$ cat config.mk
export PLATFORM = sky130hd
export DESIGN_NAME = hazard_ctrl
export DESIGN_NICKNAME = d
export VERILOG_FILES = /design/src/rtl/struct_pkg.sv /design/src/rtl/hazard_ctrl_src_check.sv /design/src/rtl/hazard_ctrl.sv
export SDC_FILE = /design/constraint.sdc
export NUM_CORES = 1
export LEC_CHECK = 0
export ABC_AREA = 0
export CAP_MARGIN = 20
export CORE_MARGIN = 2
export CORE_UTILIZATION = 39
export DETAILED_ROUTE_END_ITERATION = 10
export PLACE_DENSITY = 0.9
export SYNTH_ARGS = -nofsm -noshare
export SYNTH_HDL_FRONTEND = slang
export SYNTH_SLANG_ARGS = --single-unit
$ cat constraint.sdc
create_clock -name clk -period 5.2 [get_ports clk]
set_clock_uncertainty 0.05 [all_clocks]
set_input_delay 1.04 -clock clk [delete_from_list [all_inputs] [get_ports clk]]
set_output_delay 1.04 -clock clk [all_outputs]
set_load 0.03 [all_outputs]
$ cat src/rtl/struct_pkg.sv
// Shared types and stall-depth constants for the pipeline hazard controller.
package struct_pkg;

  typedef enum logic {
    RUN   = 1'b0,
    STALL = 1'b1
  } hz_state_e;

  typedef enum logic [1:0] {
    FWD_REG   = 2'b00,
    FWD_EXMEM = 2'b01,
    FWD_MEMWB = 2'b10
  } fwd_sel_e;

  localparam int unsigned LOAD_USE_STALLS  = 1;
  localparam int unsigned NOFWD_EX_STALLS  = 2;
  localparam int unsigned NOFWD_MEM_STALLS = 1;
  localparam int unsigned LEFT_W           = 2;

endpackage

$ cat src/rtl/hazard_ctrl_src_check.sv
// Per-source dependence check: producer match flags, required stall depth
// and the forward select this source would use if no stall starts.
module hz_src_check
  import struct_pkg::*;
#(
  parameter int unsigned REG_W = 5
) (
  input  logic             fwd_on,
  input  logic             src_use,
  input  logic [REG_W-1:0] src,
  input  logic             ex_valid,
  input  logic             ex_reg_write,
  input  logic             ex_mem_read,
  input  logic [REG_W-1:0] ex_rd,
  input  logic             mem_valid,
  input  logic             mem_reg_write,
  input  logic [REG_W-1:0] mem_rd,
  output logic             ex_match_c,
  output logic             mem_match_c,
  output logic [1:0]       need_c,
  output logic [1:0]       fwd_c
);

  logic live;

  always_comb begin
    live        = src_use && (src != '0);
    ex_match_c  = live && ex_valid && ex_reg_write && (ex_rd == src);
    mem_match_c = live && mem_valid && mem_reg_write && (mem_rd == src);
    need_c      = '0;
    fwd_c       = FWD_REG;
    if (fwd_on) begin
      // Only a load in EX cannot be bypassed; everything else forwards.
      if (ex_match_c && ex_mem_read) begin
        need_c = 2'(LOAD_USE_STALLS);
      end
      if (ex_match_c && !ex_mem_read) begin
        fwd_c = FWD_EXMEM;
      end else if (mem_match_c) begin
        fwd_c = FWD_MEMWB;
      end
    end else begin
      if (ex_match_c) begin
        need_c = 2'(NOFWD_EX_STALLS);
      end else if (mem_match_c) begin
        need_c = 2'(NOFWD_MEM_STALLS);
      end
    end
  end

endmodule

$ cat src/rtl/hazard_ctrl.sv
// ID-stage hazard controller: stall/bubble/flush decisions, forward selects
// and saturating stall/flush event counters.
module hazard_ctrl
  import struct_pkg::*;
#(
  parameter int unsigned REG_W = 5,
  parameter int unsigned XLEN  = 32,
  parameter int unsigned CNT_W = 32
) (
  input  logic             clk,
  input  logic             reset,
  input  logic             isForw_ON,
  input  logic             id_isValid,
  input  logic             id_use_rs1,
  input  logic             id_use_rs2,
  input  logic [REG_W-1:0] id_rs1,
  input  logic [REG_W-1:0] id_rs2,
  input  logic             ex_isValid,
  input  logic             ex_regWrite,
  input  logic             ex_memRead,
  input  logic [REG_W-1:0] ex_rd,
  input  logic             mem_isValid,
  input  logic             mem_regWrite,
  input  logic [REG_W-1:0] mem_rd,
  input  logic             ex_redirect,
  input  logic [XLEN-1:0]  ex_target,
  output logic             stall,
  output logic             bubble,
  output logic             flush,
  output logic             pc_sel,
  output logic [XLEN-1:0]  pc_target,
  output logic [1:0]       forwA,
  output logic [1:0]       forwB,
  output logic [CNT_W-1:0] stall_cnt,
  output logic [CNT_W-1:0] flush_cnt
);

  hz_state_e         state_q, state_d;
  logic [LEFT_W-1:0] left_q, left_d;
  logic [CNT_W-1:0]  stall_cnt_q, stall_cnt_d;
  logic [CNT_W-1:0]  flush_cnt_q, flush_cnt_d;
  logic [1:0]        need1, need2, fwd1, fwd2, need_max;
  logic [3:0]        unused_match;

  hz_src_check #(.REG_W(REG_W)) u_chk_rs1 (
    .fwd_on        (isForw_ON),
    .src_use       (id_isValid && id_use_rs1),
    .src           (id_rs1),
    .ex_valid      (ex_isValid),
    .ex_reg_write  (ex_regWrite),
    .ex_mem_read   (ex_memRead),
    .ex_rd         (ex_rd),
    .mem_valid     (mem_isValid),
    .mem_reg_write (mem_regWrite),
    .mem_rd        (mem_rd),
    .ex_match_c    (unused_match[0]),
    .mem_match_c   (unused_match[1]),
    .need_c        (need1),
    .fwd_c         (fwd1)
  );

  hz_src_check #(.REG_W(REG_W)) u_chk_rs2 (
    .fwd_on        (isForw_ON),
    .src_use       (id_isValid && id_use_rs2),
    .src           (id_rs2),
    .ex_valid      (ex_isValid),
    .ex_reg_write  (ex_regWrite),
    .ex_mem_read   (ex_memRead),
    .ex_rd         (ex_rd),
    .mem_valid     (mem_isValid),
    .mem_reg_write (mem_regWrite),
    .mem_rd        (mem_rd),
    .ex_match_c    (unused_match[2]),
    .mem_match_c   (unused_match[3]),
    .need_c        (need2),
    .fwd_c         (fwd2)
  );

  // Next state, control outputs and counter updates.
  always_comb begin
    state_d     = state_q;
    left_d      = left_q;
    stall       = 1'b0;
    bubble      = 1'b0;
    flush       = 1'b0;
    pc_sel      = 1'b0;
    pc_target   = '0;
    forwA       = FWD_REG;
    forwB       = FWD_REG;
    need_max    = (need1 > need2) ? need1 : need2;

    if (ex_redirect) begin
      // The stalled ID instruction is younger than the branch; drop it.
      flush     = 1'b1;
      bubble    = 1'b1;
      pc_sel    = 1'b1;
      pc_target = ex_target;
      state_d   = RUN;
      left_d    = '0;
    end else begin
      case (state_q)
        RUN: begin
          if (need_max != 2'd0) begin
            stall  = 1'b1;
            bubble = 1'b1;
            if (need_max > 2'd1) begin
              state_d = STALL;
              left_d  = LEFT_W'(need_max - 2'd1);
            end
          end
        end
        STALL: begin
          stall  = 1'b1;
          bubble = 1'b1;
          if (left_q <= LEFT_W'(1)) begin
            state_d = RUN;
            left_d  = '0;
          end else begin
            left_d = left_q - LEFT_W'(1);
          end
        end
        default: begin
          state_d = RUN;
          left_d  = '0;
        end
      endcase
    end

    if (!stall) begin
      forwA = fwd1;
      forwB = fwd2;
    end

    stall_cnt_d = stall_cnt_q;
    flush_cnt_d = flush_cnt_q;
    if (stall && (stall_cnt_q != '1)) stall_cnt_d = stall_cnt_q + CNT_W'(1);
    if (flush && (flush_cnt_q != '1)) flush_cnt_d = flush_cnt_q + CNT_W'(1);
  end

  always_ff @(posedge clk or negedge reset) begin
    if (!reset) begin
      state_q     <= RUN;
      left_q      <= '0;
      stall_cnt_q <= '0;
      flush_cnt_q <= '0;
    end else begin
      state_q     <= state_d;
      left_q      <= left_d;
      stall_cnt_q <= stall_cnt_d;
      flush_cnt_q <= flush_cnt_d;
    end
  end

  assign stall_cnt = stall_cnt_q;
  assign flush_cnt = flush_cnt_q;

endmodule

* Word-level counts from Yosys, hierarchy flattened
Cells that the tools add are included.
Widths: inputs -> output; s select.
** Storage, ports and cells
- Word-level logic and storage cells :: 80
- Register bits after elaboration :: 67
- Output and inout bits :: 104
- Input bits :: 64
** Cells by class
- Magnitude comparators :: 3
- $add $sub $neg :: 4
- Eq/ne operators :: 8
- Bitwise logic cells :: 1
- Reductions and logical operators :: 27
- Mux-type cells :: 33
** Operators with widths (count)
- $add 32x1->32 const B :: 2
- $ne 32x32->1 const B :: 2
- $mux 2 :: 17
- $mux 32 :: 1
- $logic_and 1x1->1 :: 22
- $eq 5x5->1 :: 4
- $mux 1 :: 12
- $reduce_bool 5->1 :: 2
- $ne 3x3->1 const B :: 2
- $pmux 1 s2 :: 2
- $pmux 2 s2 :: 1
- $sub 2x1->2 const B :: 2
- $gt 2x1->1 const B :: 1
- $gt 2x2->1 :: 1
- $le 2x1->1 const B :: 1
- $reduce_and 2->1 :: 1
- $reduce_bool 2->1 :: 1
- $logic_not 1->1 :: 1
- $not 1->1 :: 1

* Logic depth before layout (Yosys ltp)
Gate-level depths: netlist of run 1.
- Word-level depth :: 15
- Depth in mapped cells :: 18
- Depth with buffers taken out :: 18

* Cells and area by module
A second synthesis of run 1 with hierarchy kept.
** Unflattened totals
- Cell total of the unflattened synthesis :: 423
- Area total of the unflattened synthesis :: 4028.9 um^2
** By module, submodules not included
- hazard_ctrl :: area an instance 3651.0 um^2, instances 1, seq. area each 1676.6 um^2, cells each 373
- hz_src_check :: area an instance 188.9 um^2, instances 2, seq. area each 0.0 um^2, cells each 25

* Least setup slack after synthesis of run 1
OpenSTA, ideal clock, no wires.
- Path type :: input to output
- Start point :: in id_rs1[0]
- End point :: out forwA[0]
- Data arrival time :: 4.736 ns
- Path buffers :: 1
- Setup slack :: -0.626 ns
- Stages :: 16
- Cells stage by stage :: or4_1 o211ai_2 or4_1 clkbuf_2 mux2_2 ha_1 inv_1 o22ai_1 mux2_2 a21oi_1 a311o_1 ha_1 nand2b_1 nand2_1 nand2_1 nor3_1
** On the way
- Word-level cells in the longest chain between the ends :: 15
- Elaborated cells on any way between the ends :: 25
** Ends and longest elaborated chain
- start: declaration :: RTL line hazard_ctrl.sv:16 : input logic [REG_W-1:0] id_rs1,
- $reduce_bool 5->1 :: RTL line hazard_ctrl_src_check.sv:27 : live = src_use && (src != '0);
- $logic_and 1x1->1 :: RTL line hazard_ctrl_src_check.sv:27
- $logic_and 1x1->1 (on tied branches) (3 in series) :: RTL line hazard_ctrl_src_check.sv:29, hazard_ctrl_src_check.sv:28
- $mux 1 or $logic_and 1x1->1 (tied branches) :: RTL line hazard_ctrl_src_check.sv:45, hazard_ctrl_src_check.sv:34
- $mux 2 or $mux 1 (tied branches) :: RTL line hazard_ctrl_src_check.sv:43, hazard_ctrl_src_check.sv:34
- $mux 2 :: RTL line hazard_ctrl_src_check.sv:32 : if (fwd_on) begin
- $gt 2x2->1 :: RTL line hazard_ctrl.sv:90 : need_max = (need1 > need2) ? need1 : need2;
- $mux 2 :: RTL line hazard_ctrl.sv:90
- $reduce_bool 2->1 :: RTL line hazard_ctrl.sv:103 : if (need_max != 2'd0) begin
- $mux 1 :: RTL line hazard_ctrl.sv:103
- $pmux 1 s2 :: RTL line hazard_ctrl.sv:101 : case (state_q)
- $mux 1 :: RTL line hazard_ctrl.sv:92 : if (ex_redirect) begin
- $mux 2 * :: RTL line hazard_ctrl.sv:129 : if (!stall) begin
- end: declaration :: RTL line hazard_ctrl.sv:32 : output logic [1:0] forwA,
Every way passes the cells marked *; elsewhere a longest branch is shown, timed or not.

* Worst setup path after layout of run 1
- Start point :: in mem_rd[0]
- End point :: out forwA[1]
** On the way
- Word-level cells in the longest chain between the ends :: 12
- Elaborated cells on any way between the ends :: 20
** Ends and longest elaborated chain
- start: declaration :: RTL line hazard_ctrl.sv:24 : input logic [REG_W-1:0] mem_rd,
- $eq 5x5->1 :: RTL line hazard_ctrl_src_check.sv:29 : mem_match_c = live && mem_valid && mem_reg_write && (mem_rd == src);
- $logic_and 1x1->1 :: RTL line hazard_ctrl_src_check.sv:29
- $mux 1 :: RTL line hazard_ctrl_src_check.sv:45 : end else if (mem_match_c) begin
- $mux 2 :: RTL line hazard_ctrl_src_check.sv:43 : if (ex_match_c) begin
- $mux 2 :: RTL line hazard_ctrl_src_check.sv:32
- $gt 2x2->1 :: RTL line hazard_ctrl.sv:90
- $mux 2 :: RTL line hazard_ctrl.sv:90
- $reduce_bool 2->1 :: RTL line hazard_ctrl.sv:103
- $mux 1 :: RTL line hazard_ctrl.sv:103
- $pmux 1 s2 :: RTL line hazard_ctrl.sv:101
- $mux 1 :: RTL line hazard_ctrl.sv:92
- $mux 2 * :: RTL line hazard_ctrl.sv:129
Marked as above.

==> reports/results.ini, run 1 <==
[layout]
seq_area_sq_mm = 0.001677
area_growth_pct = 66.83
fin_util = 0.6695
stdcell_area_sq_mm = 0.006544
drive_gt1_frac = 0.2238
multi_input_area_sq_mm = 0.002364
fin_nets = 697
fillers = 776
num_antenna_cells = 0

[detailed_routing]
vias = 3902
wirelength_um = 11680
post_drt_wl_per_cell_um = 15.31
drc = 0
firstDrtPassIters = 4
initialDrtViolationCount = 128
viasPerCell = 5.114
ant_nets = 0

[logic_synthesis]
ys_async_sr_fraction = 1.000
synthTopCellsByCount = dfrtp_1 (67), xnor2_1 (64), and2_1 (37)
yosysMostFrequentCell = dfrtp_1
yosysWarnings = 0
synth_area_sq_mm = 0.003923
synthTopCellsByArea = dfrtp_1 (43%), xnor2_1 (14%), and2_1 (5.9%)
yosysSeqAreaShare = 0.4274
ys.flop_type = dfrtp_1
synth_fp_nets = 468
synth_seq_cells = 67
yosysTopAreaCell = dfrtp_1
synth_area_per_cell_sq_um = 9.880
synth-edff-count = 0
netlist.area_leader.share = 0.4274
synthDistinctLibCells = 47
synth_cells = 397

[sta]
hold_viol = 0
timing.setup.tns_ns = -1.091
min_period_ns = 5.427
setup_viol = 6
hold_ws_ns = 0.4457
tightestPinTransition_ns = 0.8247
fin_ws_ns = -0.2272
timing.fmax_mhz = 184.3
drv_slew = 0
rsz0062_at_grt = yes
period_share = 1.044
slew_headroom = 0.4502

[grt]
antenna_found_initial = 0
grt_overflow_total = 0
grt_start_max_net_pins = 68
grtUsageTotal = 0.2162
grt_pass1_wl_um = 19220
grt_pass1_vias = 4063

[clock_tree]
cts_buffers = 9
cts-root-buf = clkbuf_8
clk_pin_slew_worst_paths_ns = 0.07
worstSkewPairLatency_ns = 0.34
hold_buffers = 0
clockBufferDepth = 2
cts_tree = built
clock-sinks = 67
cts_max_level = 3

[setup_path]
worstReg2RegStart = flush_cnt[22]$_DFFE_PN0P_
cp.required_ns = 4.11
cp-end-kind = primary output
crit_arrival_ns = 4.34
critical_path_class = in -> out
crit_fanout = 3
worstSetupStartpointType = input pin
critPathLaunch = mem_rd[0]
reg2reg_depth = 6

[place]
io_buffers = 167
dpl_cell_area_sq_mm = 0.006043
hpwl_um = 8613
place_congestion = 0.8501

[floorplanning]
core_area_sq_mm = 0.009774
ios = 168
start_util = 0.4013
std_cell_rows = 36
fp.dieW_um = 104.3
chipHeight_um = 104.3
dieArea_sq_mm = 0.01088

[hold_path]
hold_depth = 1
hold_path.class = reg -> reg
worstHoldStart = stall_cnt[23]$_DFFE_PN0P_

[power_and_ir_drop]
finalPower_uw = 1403
cellPowerDensity_mw_per_mm2 = 214.4
vdd_drop_max_mv = 0.1268
p_leak_uw = 0.002820

[run_status]
violations = setup timing
status = complete, but fails checks

[flow_run]
cap_violations = 0

-- sequential cells by signal, indices dropped and copies added, names as in the netlist --
signal     count
state_q        1
stall_cnt     32
left_q         2
flush_cnt     32
-- worst max-delay path, stage by stage --
cell and delay [ns]:
dlygate4sd2_1 0.28, buf_4 0.15, xnor2_1 0.30, nand3_1 0.18
nor3_4 0.24, nand2b_1 0.16, mux2i_4 0.20, ha_4 0.22
inv_2 0.06, o22ai_4 0.07, mux2_4 0.31, a21oi_2 0.10
a311o_1 0.14, ha_2 0.22, nand2b_4 0.07, nand2_4 0.08
nand2_4 0.07, nor4_4 0.15, o21a_2 0.18, buf_6 0.13
-- layout make-up --
cell class	instances	share of cell area
multi-input combinational	309	0.3612
timing repair buffer	230	0.3224
sequential	67	0.2562
tap	133	0.02543
clock buffer	13	0.02428
clock inverter	2	0.005354
inverter	9	0.005163
-- cells in the final DEF, fill, tap and decap left out, types with 3 or more instances in the layout --
master | synthesis | routed
ha_1 | 7 | 4
clkdlybuf4s50_1 | 0 | 133
dlygate4sd2_1 | 0 | 10
o211ai_1 | 3 | 3
xnor2_1 | 64 | 59
and3_1 | 10 | 10
clkdlybuf4s15_1 | 0 | 3
nor3_1 | 8 | 5
and2_1 | 37 | 37
buf_2 | 1 | 9
clkbuf_8 | 0 | 11
nand4_1 | 19 | 19
and4_1 | 13 | 13
nor2_1 | 26 | 25
a31oi_1 | 4 | 4
nand2_1 | 33 | 30
or4_4 | 0 | 5
buf_6 | 0 | 12
xnor2_2 | 0 | 5
nand3_1 | 28 | 27
dfrtp_1 | 67 | 67
inv_1 | 9 | 8
xor2_1 | 16 | 16
buf_4 | 3 | 61
-- repair_timing --
| action | in CTS | in global routing |
|---|---|---|
| pin swaps | 24 | 5 |
| setup buffers | 18 | 5 |
| endpoints found under the setup margin | 6 | 6 |
| endpoints found under the hold margin | 0 | 0 |
| resized for setup | 99 | 9 |
-- metal layers --
metal / wire length, um / up-vias / global-route usage
li1: - / 1839 / -
met1: 4418 / 1872 / 0.2322
met2: 6142 / 161 / 0.3959
met3: 711 / 30 / 0.05263
met4: 405 / 0 / 0.1014
met5: 0 / - / 0
-- per-stage QoR --
stage          cells  setup slack [ns]
6_report         763           -0.2272
5_1_grt          763           -0.3542
4_1_cts          758           -0.1425
3_5_place_dp     725           -0.9054
3_3_place_gp     725           -0.7011
2_1_floorplan    397           -0.1986
-- power breakdown --
group	internal (uW)	total [uW]	switching (uW)
clock	245	430	185
combinational	186	385	199
sequential	551	588	37.4
total	982	1400	422
-- worst paths after layout --
kind | endpoint | slack [ns]
setup / recovery | forwA[1] | -0.23
setup reg to reg | flush_cnt[4]$_DFFE_PN0P_ | 2.94
hold / removal | stall_cnt[23]$_DFFE_PN0P_ | 0.45
hold reg to reg | stall_cnt[23]$_DFFE_PN0P_ | 0.45
max in group asynchronous | flush_cnt[28]$_DFFE_PN0P_ | 3.72
min in group asynchronous | stall_cnt[11]$_DFFE_PN0P_ | 0.84
-- logic make-up (layout without fill, tap and decap cells) --
logic type               count (synthesis)  after routing  share of synthesized area
adder cells (fa/ha/maj)                  7              7                    0.02233
multiplexers                             5              5                    0.01403
buffers and inverters                   21            254                    0.02392
flip-flops                              67             67                     0.4274
AND/OR/NAND/NOR                        195            195                     0.2868
AO/OA/AOI/OAI                           22             22                    0.04689
XOR/XNOR                                80             80                     0.1786
Note: power is estimated with default switching activity, not from simulation.
==> inputs of run 2 (changes only) <==
--- a/config.mk
+++ b/config.mk
@@ -8,9 +8,9 @@
 export ABC_AREA = 0
 export CAP_MARGIN = 20
 export CORE_MARGIN = 2
-export CORE_UTILIZATION = 39
+export CORE_UTILIZATION = 43
 export DETAILED_ROUTE_END_ITERATION = 10
-export PLACE_DENSITY = 0.9
+export PLACE_DENSITY = 0.93
 export SYNTH_ARGS = -nofsm -noshare
 export SYNTH_HDL_FRONTEND = slang
 export SYNTH_SLANG_ARGS = --single-unit
==> constraint.sdc (replaced) <==
create_clock -name clk -period 5.8 [get_ports clk]
set_clock_uncertainty 0.05 [all_clocks]
set_input_delay 1.16 -clock clk [delete_from_list [all_inputs] [get_ports clk]]
set_output_delay 1.16 -clock clk [all_outputs]
set_load 0.03 [all_outputs]
==> run 2 against run 1 <==
The run still ends with setup timing left. Critical path depth unchanged. Register-to-register slack better by 0.57 ns. Final cell count down 2.6%. Routed wire length is 11% higher. Design area rose by 0.80%. First-iteration DRC count is 72% higher. Critical path type unchanged.
==> reports/results.ini, run 2 (same netlist as run 1, synthesis figures left out) <==
[clock_tree]
cts_buffers = 9
cts_tree = built
clock-sinks = 67
clk_pin_slew_worst_paths_ns = 0.07
cts_max_level = 3
cts-root-buf = clkbuf_8
clockBufferDepth = 2
worstSkewPairLatency_ns = 0.35

[detailed_routing]
wirelength_um = 12980
ant_nets = 0
post_drt_wl_per_cell_um = 17.47
vias = 4004
drc = 0
viasPerCell = 5.389
initialDrtViolationCount = 220
firstDrtPassIters = 4

[sta]
hold_viol = 0
min_period_ns = 5.840
setup_viol = 4
hold_ws_ns = 0.4472
tightestPinTransition_ns = 0.8268
drv_slew = 0
fin_ws_ns = -0.04038
rsz0062_at_grt = yes
slew_headroom = 0.4488
timing.fmax_mhz = 171.2
timing.setup.tns_ns = -0.1021
period_share = 1.007

[power_and_ir_drop]
p_switching_uw = 406.0
p_leak_uw = 0.002866
cellPowerDensity_mw_per_mm2 = 201.2
combPwrFrac = 0.270
vdd_drop_max_mv = 0.1401
swShare = 0.3060
power_frac_clock = 0.332
internal-power_uw = 921.0
p_seq_frac = 0.398

[setup_path]
worstReg2RegStart = stall_cnt[9]$_DFFE_PN0P_
crit_arrival_ns = 4.63
cp.required_ns = 4.59
cp-end-kind = primary output
worstSetupStartpointType = input pin
reg2reg_depth = 6
critical_path_class = in -> out
r2r-end = stall_cnt[30]$_DFFE_PN0P_
rrSetupSlack_ns = 3.51
crit_fanout = 3

[grt]
grt_start_max_net_pins = 68
antenna_found_initial = 0
grt_pass1_vias = 4300
grt_pass1_wl_um = 20100
grtUsageTotal = 0.2522
grt_overflow_total = 0

[flow_run]
cap_violations = 0

[layout]
num_antenna_cells = 0
fin_nets = 701
drive_gt1_frac = 0.2425
layout_commonest_cell = clkdlybuf4s50_1
area_growth_pct = 68.17
layout.cells.most_common_list = clkdlybuf4s50_1 (133), buf_4 (69), dfrtp_1 (67)
fillers = 567
fin_util = 0.7527

[hold_path]
worstHoldStart = flush_cnt[20]$_DFFE_PN0P_
hold_depth = 1
hold_path.class = reg -> reg
holdPathEnd = flush_cnt[20]$_DFFE_PN0P_

[floorplanning]
std_cell_rows = 34
start_util = 0.4476
chipHeight_um = 99.51
ios = 168
core_area_sq_mm = 0.008763
dieArea_sq_mm = 0.009902
fp.dieW_um = 99.51

[place]
place_congestion = 0.8703
hpwl_um = 8567
io_buffers = 167

[run_status]
status = complete, but fails checks
violations = setup timing

==> run 2: cell types whose count changed in the layout (fill, tap and decap cells not counted), sizes merged, moves of 2 or more <==
cell / change
clkdlybuf4s15: +4
clkinvlp: +2
dlymetal6s2s: +4
clkbuf: -2
dlygate4sd2: -6
==> run 2: routing by layer <==
| layer | up-vias | GRT usage | routed length [um] |
|---|---|---|---|
| li1 | 1847 | - | - |
| met1 | 1892 | 0.2805 | 4715 |
| met2 | 211 | 0.4485 | 6747 |
| met3 | 54 | 0.05903 | 878 |
| met4 | 0 | 0.1296 | 642 |
| met5 | - | 0 | 0 |
==> run 2: through the flow <==
step                      total power [uW]  instances  instance area (sq um)  setup slack, ns
after floorplan                      683.5        397                   3940          0.01328
after global placement               847.2        695                   5929          -0.2334
after detailed placement             864.8        695                   5929          -0.4177
after CTS                             1320        739                   6472         0.001997
after global routing                  1376        743                   6596          -0.1603
final                                 1327        743                   6596         -0.04038
==> run 2: what timing repair did <==
item,in CTS,in global routing
hold buffers,0,0
pin swaps,28,15
setup endpoints to repair,6,5
gates resized for setup,93,24
buffers inserted,28,4
==> run 2: area by class of cell <==
| cell class | count | area, sq um | area share |
|---|---|---|---|
| clock buffer | 10 | 137.6 | 0.02086 |
| multi-input combinational | 309 | 2382 | 0.3612 |
| inverter | 9 | 33.78 | 0.005121 |
| clock inverter | 6 | 88.84 | 0.01347 |
| tap | 108 | 135.1 | 0.02049 |
| timing repair buffer | 234 | 2142 | 0.3247 |
| sequential | 67 | 1677 | 0.2542 |
==> run 2: how the worst max path moves through the flow <==
stage,startpoint,endpoint,cells after the start
floorplan,id_rs1[0],forwA[1],17
global placement,id_rs1[0],forwA[1],18
detailed placement,id_rs1[4],forwA[1],19
CTS,ex_rd[1],forwA[1],19
global route,id_rs1[2],forwA[0],20
finish,id_rs1[2],forwA[1],20
==> run 2: power groups by stage <==
stage,logic [uW],registers [uW],clock network (uW)
after CTS,345,528,447
after floorplan,103,581,0
after global placement,316,531,0
after global routing,379,534,463
final,358,529,440
after detailed placement,328,537,0
==> run 2: worst max-delay path, cell delays in order <==
cell and delay [ns]:
buf_6 0.10, buf_6 0.12, xnor2_4 0.16, nand3_2 0.11, buf_6 0.13, or4_4 0.53
mux2_4 0.29, ha_4 0.26, inv_2 0.04, o22ai_4 0.17, mux2_4 0.34, a21oi_2 0.10
a311o_1 0.15, ha_2 0.19, nand2b_1 0.10, nand2_2 0.12, nand2_4 0.07, nor4_4 0.14
o21a_2 0.19, buf_6 0.13
